==> src/rtl/wb_rr_arbiter.sv <==
// Two-master Wishbone round-robin arbiter in front of one shared slave.
// A grant is held for the whole master cycle. A slave-ack watchdog ends a
// stalled strobe with a one-cycle error to the owning master. Expiries are
// counted in a saturating counter.
module wb_rr_arbiter #(
    parameter int TIMEOUT = 16
) (
    input  logic        wb_clk_i,
    input  logic        wb_rst_i,

    input  logic        m0_cyc_i,
    input  logic        m0_stb_i,
    input  logic        m0_we_i,
    input  logic [3:0]  m0_sel_i,
    input  logic [31:0] m0_adr_i,
    input  logic [31:0] m0_dat_i,
    output logic        m0_ack_o,
    output logic        m0_err_o,
    output logic [31:0] m0_dat_o,

    input  logic        m1_cyc_i,
    input  logic        m1_stb_i,
    input  logic        m1_we_i,
    input  logic [3:0]  m1_sel_i,
    input  logic [31:0] m1_adr_i,
    input  logic [31:0] m1_dat_i,
    output logic        m1_ack_o,
    output logic        m1_err_o,
    output logic [31:0] m1_dat_o,

    output logic        s_cyc_o,
    output logic        s_stb_o,
    output logic        s_we_o,
    output logic [3:0]  s_sel_o,
    output logic [31:0] s_adr_o,
    output logic [31:0] s_dat_o,
    input  logic        s_ack_i,
    input  logic [31:0] s_dat_i,

    output logic [1:0]  grant_o,
    output logic [7:0]  timeout_cnt_o
);

    // The state encoding is the one-hot grant vector itself.
    localparam logic [1:0] IDLE = 2'b00;
    localparam logic [1:0] GNT0 = 2'b01;
    localparam logic [1:0] GNT1 = 2'b10;

    // The watchdog fires in the cycle where it already holds TIMEOUT-1.
    localparam logic [7:0] WD_LIMIT = 8'(TIMEOUT - 1);

    logic [1:0] state_reg, state_next;
    logic       last_grant_reg, last_grant_next;
    logic [7:0] wd_reg, wd_next;
    logic [7:0] timeout_cnt_reg, timeout_cnt_next;
    // Holds the arbiter in IDLE for one edge after reset is released.
    logic       hold_reg;

    // Per-master views of the input buses, indexed by master number.
    logic        m_cyc [2];
    logic        m_stb [2];
    logic        m_we  [2];
    logic [3:0]  m_sel [2];
    logic [31:0] m_adr [2];
    logic [31:0] m_dat [2];

    assign m_cyc[0] = m0_cyc_i;  assign m_cyc[1] = m1_cyc_i;
    assign m_stb[0] = m0_stb_i;  assign m_stb[1] = m1_stb_i;
    assign m_we[0]  = m0_we_i;   assign m_we[1]  = m1_we_i;
    assign m_sel[0] = m0_sel_i;  assign m_sel[1] = m1_sel_i;
    assign m_adr[0] = m0_adr_i;  assign m_adr[1] = m1_adr_i;
    assign m_dat[0] = m0_dat_i;  assign m_dat[1] = m1_dat_i;

    logic granted;
    logic owner;
    logic own_cyc;
    logic own_stb;
    logic expire;

    assign granted = |state_reg;
    assign owner   = state_reg[1];
    assign own_cyc = granted & m_cyc[owner];
    assign own_stb = granted & m_stb[owner];
    // An ack in the limit cycle wins over the timeout.
    assign expire  = own_stb & ~s_ack_i & (wd_reg == WD_LIMIT);

    // Next-state logic: round-robin on ties, no preemption while cyc is held.
    always_comb begin
        state_next      = state_reg;
        last_grant_next = last_grant_reg;
        case (state_reg)
            IDLE: begin
                if (!hold_reg) begin
                    if (m_cyc[0] && m_cyc[1]) begin
                        state_next = last_grant_reg ? GNT0 : GNT1;
                    end else if (m_cyc[0]) begin
                        state_next = GNT0;
                    end else if (m_cyc[1]) begin
                        state_next = GNT1;
                    end
                end
                if (state_next == GNT0) last_grant_next = 1'b0;
                if (state_next == GNT1) last_grant_next = 1'b1;
            end
            GNT0: if (!m_cyc[0]) state_next = IDLE;
            GNT1: if (!m_cyc[1]) state_next = IDLE;
            default: state_next = IDLE;
        endcase
    end

    // Watchdog and expiry counter next values.
    always_comb begin
        wd_next          = wd_reg;
        timeout_cnt_next = timeout_cnt_reg;
        if (!own_cyc || s_ack_i || expire) begin
            wd_next = 8'd0;
        end else if (own_stb) begin
            wd_next = wd_reg + 8'd1;
        end
        if (expire && timeout_cnt_reg != 8'hFF) begin
            timeout_cnt_next = timeout_cnt_reg + 8'd1;
        end
    end

    // State registers with synchronous reset.
    always_ff @(posedge wb_clk_i) begin
        if (wb_rst_i) begin
            state_reg       <= IDLE;
            last_grant_reg  <= 1'b1;
            wd_reg          <= 8'd0;
            timeout_cnt_reg <= 8'd0;
            hold_reg        <= 1'b1;
        end else begin
            state_reg       <= state_next;
            last_grant_reg  <= last_grant_next;
            wd_reg          <= wd_next;
            timeout_cnt_reg <= timeout_cnt_next;
            hold_reg        <= 1'b0;
        end
    end

    // Slave-side mux: mirror the owner, all zero when idle.
    always_comb begin
        s_cyc_o = 1'b0;
        s_stb_o = 1'b0;
        s_we_o  = 1'b0;
        s_sel_o = 4'h0;
        s_adr_o = 32'h0;
        s_dat_o = 32'h0;
        if (granted) begin
            s_cyc_o = m_cyc[owner];
            s_stb_o = m_stb[owner] & ~expire;
            s_we_o  = m_we[owner];
            s_sel_o = m_sel[owner];
            s_adr_o = m_adr[owner];
            s_dat_o = m_dat[owner];
        end
    end

    // Master-side returns: only the owner sees ack, err and read data.
    logic        ack_vec [2];
    logic        err_vec [2];
    logic [31:0] rdat    [2];

    generate
        for (genvar gi = 0; gi < 2; gi++) begin : g_ret
            assign ack_vec[gi] = state_reg[gi] & s_ack_i;
            assign err_vec[gi] = state_reg[gi] & expire;
            assign rdat[gi]    = state_reg[gi] ? s_dat_i : 32'h0;
        end
    endgenerate

    assign m0_ack_o = ack_vec[0];
    assign m0_err_o = err_vec[0];
    assign m0_dat_o = rdat[0];
    assign m1_ack_o = ack_vec[1];
    assign m1_err_o = err_vec[1];
    assign m1_dat_o = rdat[1];

    assign grant_o       = state_reg;
    assign timeout_cnt_o = timeout_cnt_reg;

endmodule

==> config.mk <==
export PLATFORM = sky130hd
export DESIGN_NAME = wb_rr_arbiter
export DESIGN_NICKNAME = d
export VERILOG_FILES = /design/src/rtl/wb_rr_arbiter.sv
export SDC_FILE = /design/constraint.sdc
export NUM_CORES = 1
export LEC_CHECK = 0
export ABC_CLOCK_PERIOD_IN_PS = 6200
export CAP_MARGIN = 30
export CORE_AREA = 2 2 126 128
export CTS_CLUSTER_DIAMETER = 30
export CTS_CLUSTER_SIZE = 40
export DETAILED_ROUTE_END_ITERATION = 10
export DIE_AREA = 0 0 128 130
export SLEW_MARGIN = 10
export SYNTH_ARGS = -nofsm -noshare
export SYNTH_HDL_FRONTEND = slang
export SYNTH_SLANG_ARGS = --single-unit
==> constraint.sdc <==
create_clock -name wb_clk_i -period 6.2 [get_ports wb_clk_i]
set_clock_uncertainty 0.05 [all_clocks]
set_input_delay 1.86 -clock wb_clk_i [delete_from_list [all_inputs] [get_ports wb_clk_i]]
set_output_delay 1.86 -clock wb_clk_i [all_outputs]
set_load 0.05 [all_outputs]
* After elaboration in Yosys (flattened, before gate mapping)
Cells that the tools add are included.
** Storage, ports and cells
- Input port bits :: 177
- Register bits :: 20
- Logic and storage cells :: 77
- Output and inout bits :: 149
** Operators by class
- Reductions and logical operators :: 11
- Mux-type cells :: 38
- Order comparisons :: 1
- Bitwise logic cells :: 12
- $add $sub $neg :: 2
- Equal/unequal tests :: 8
** Operator list (number)
- $mux W32 :: 10
- $add A8 B1 Y8 const B :: 2
- $mux W2 :: 8
- $mux W4 :: 4
- $mux W1 :: 15
- $and A1 B1 Y1 :: 9
- $eq A8 B4 Y1 const B :: 1
- $ne A8 B8 Y1 const B :: 1
- $pmux W2 S3 :: 1
- $eq A2 B1 Y1 const B :: 2
- $eq A2 B2 Y1 const B :: 2
- $ne A2 B2 Y1 const B :: 2
- $reduce_and A2 Y1 :: 2
- $reduce_or A2 Y1 :: 2
- $ge A2 B2 Y1 const B :: 1
- $logic_and A1 B1 Y1 :: 2
- $logic_not A2 Y1 :: 1
- $logic_or A1 B1 Y1 :: 2
- $not A1 Y1 :: 2
- $not A1 Y2 :: 1
- $reduce_bool A2 Y1 :: 1
- $logic_not A1 Y1 :: 1

* Logic depth before layout (Yosys ltp)
- Depth after elaboration :: 10
- Mapped depth :: 9
- Mapped depth without buffers :: 7

* Worst setup path before layout
OpenSTA, ideal clock, no wires.
- Path kind :: in2out
- From :: input port m0_stb_i
- To :: output port s_stb_o
- Cell stages on the path :: 4
- Data arrival time :: 2993 ps
- Buffers on the path :: 1
- Path slack :: 1297 ps
- Cells stage by stage :: nand3b_1 and2_1 clkbuf_1 nor2_1
** Between the ends
- Longest elaborated chain between the ends :: 9
** Ends and longest elaborated chain
- from (decl) :: line 12 : input logic m0_stb_i,
- $mux W1 (implied by the code) * (3 in series) :: line 83, 152
- $and A1 B1 Y1 :: line 83 : assign own_stb = granted & m_stb[owner];
- $and A1 B1 Y1 (2 in series) :: line 85 : assign expire = own_stb & ~s_ack_i & (wd_reg == WD_LIMIT);
- $not A1 Y1 :: line 152 : s_stb_o = m_stb[owner] & ~expire;
- $and A1 B1 Y1 * :: line 152
- $mux W1 * :: line 150 : if (granted) begin
- to (decl) :: line 32 : output logic s_stb_o,
Every way passes the cells marked *; elsewhere a longest branch is shown, timed or not. The select of a mux whose other input is x is not followed.

* Final worst setup path
- From :: input port m0_stb_i
- To :: output port m1_err_o
** Between the ends
- Longest elaborated chain between the ends :: 7
** Ends and longest elaborated chain
- $mux W1 (implied by the code) (3 in series) :: line 83
- $and A1 B1 Y1 :: line 83
- $and A1 B1 Y1 (2 in series) :: line 85
- $and A1 B1 Y1 :: line 168 : assign err_vec[gi] = state_reg[gi] & expire;
- to (decl) :: line 28 : output logic m1_err_o,
Every way passes these cells. The select of a mux whose other input is x is not followed.

==> run metrics <==
FMAX 174 MHz; Leakage 2.06 nW; syn avg cell area 7.54 um^2; Worst Reg-to-Reg Cells 6; standard-cell rows 46; MaxCap Viol Count 0; number of buffers on the longest clock path 2; largest net degree at the start of global routing 77; Worst VDD drop 119 uV; Slew Limit Fails 0; grt ovf 0; CTS tree done; most frequent cells in the layout clkdlybuf4s50_1 (325), a22o_1 (70), and2_1 (70); placer congestion estimate 0.755; Layout area overhead 173%; sequential area share after synthesis 0.193; Hold Path Stages 2; Cells after Synth 275; 1st-iter DRT viols 148; routed wl met3 3150 um; fin nets 764; post-synthesis cell area 0.00207 mm^2; Wirelength per Cell 20.6 um; layout cells sized above 1 0.0223; critical path endpoint category output pin; initial antenna violation count 6; Yosys top cell by area a22o_1; CTS clk-pin slew, worst paths 0.06 ns; setup TNS 0 ns; minimum clock period 5.73 ns; die width 128 um; status finished clean; Via density 4.34; CTS Sinks 20; Fillers 1,568; Post-CTS Setup Inserts 0; Worst-Margin Slew 0.679 ns; Met2 Wirelength 6740 um; vias in the first global route 3,220; Pre-Repair DR Iteration Count 4; Synth top area share 0.296; antenna-violating nets left 0; Die Footprint 0.0166 mm^2; starting density of the core 0.134; power density over the cells 128 mW/mm^2; total CTS buffers 3; first-pass GRT wire length 21,200 um; RSZ-0062 raised after global routing no; commonest non-fill, non-tap cell in the layout clkdlybuf4s50_1; hold_buf cts 0; clock insertion delay at the later pin of the skew report 0.25 ns; I/O pin cnt 326; port bufs 325; post-layout util 0.367; HP Class reg2reg; routed wire length 16,000 um; critical path start-end classification in2out; worst path arrival time 3.82 ns; Synth warnings 0; Period Utilization, post-route 0.925; global-route usage over all layers 0.174; Req. time, crit path 4.29 ns; Area contributors post-synth a22o_1 (30%), and2_1 (21%), dfxtp_1 (19%); Net Count, Synth 455; Critical Path Source Type input pin; chip height 130 um; crit path max fanout 6; core area 0.0154 mm^2; vias 3,378; root buf cell clkbuf_16; highest metal used met5; Slew Limit Headroom 0.546; final setup violating endpoints 0; met1 WL 6060 um; area of the multi-input gates 0.00157 mm^2; storage element area 404 um^2; Fin. Hold Viols 0; H-tree levels 1; CTS-repair resized insts 0; HPWL after detailed placement 13,600 um; Synth cell types 30; FF+latch count, synth 20; Post-route DRC 0
Yosys cell counts, drive strengths merged:
library cell  number
a21o               1
a21oi              7
a22o              70
and2              70
and3               1
buf                1
clkbuf            25
dfxtp             20
ha                 3
inv                3
mux2               1
mux2i              2
nand2              7
nand3              7
nand3b             1
nand4              2
nor2              19
nor2b              4
nor3               4
nor3b              1
nor4               2
nor4b              1
o211ai             2
o21ai              5
o31ai              1
or3                4
or4                2
xnor2              8
xor2               1
logic make-up (layout without fill, tap and decap cells):
kind of cell,after synthesis,count (layout),synth area share
adder cells (fa/ha/maj),3,3,0.0181
AO/OA/AOI/OAI,86,86,0.339
buffers and inverters,29,337,0.0525
XOR/XNOR,9,9,0.0380
other,0,4,0
flip-flops,20,20,0.193
multiplexers,3,3,0.0151
AND/OR/NAND/NOR,125,125,0.344
through the flow:
stage	std cells	hold slack [ns]	cell area, um^2	setup slack, ns	power [mW]
global placement	769	0.431	5500	0.511	0.562
floorplan	275	0.422	2070	1.30	0.344
detailed placement	770	0.455	5530	0.476	0.566
CTS	774	0.469	5630	0.470	0.731
global route	775	0.501	5650	0.344	0.759
finish	779	0.463	5660	0.468	0.726
critical path, stage by stage:
cell	delay (ns)
clkdlybuf4s50_1	0.47
nand3b_1	0.11
a21o_1	0.28
nor2_1	0.16
and2_1	0.14
clkdlybuf4s50_1	0.80
area by class of cell:
type / count / share of cell area
well taps: 192 / 0.0424
flip-flops and latches: 20 / 0.0714
clock buffers: 4 / 0.0177
inverters: 3 / 0.00199
diodes: 4 / 0.00177
repair buffers: 330 / 0.587
multi-input cells: 226 / 0.278
routing by layer:
layer  vias up  track usage
li1       1630            -
met1      1546        0.198
met2       188        0.255
met3         8        0.156
met4         6       0.0116
met5         -            0
worst paths after layout:
kind	from	to	slack (ns)
max reg2reg	grant_o[0]	timeout_cnt_o[5]	3.96
min	timeout_cnt_o[5]	timeout_cnt_o[5]	0.46
max	m0_stb_i	m1_err_o	0.47
min reg2reg	timeout_cnt_o[5]	timeout_cnt_o[5]	0.46
report_power, final:
part	switching [mW]	internal, mW
clock	0.0484	0.112
sequential	0.00466	0.130
combinational	0.235	0.195
total	0.289	0.438
(Power assumes the default switching activity.)
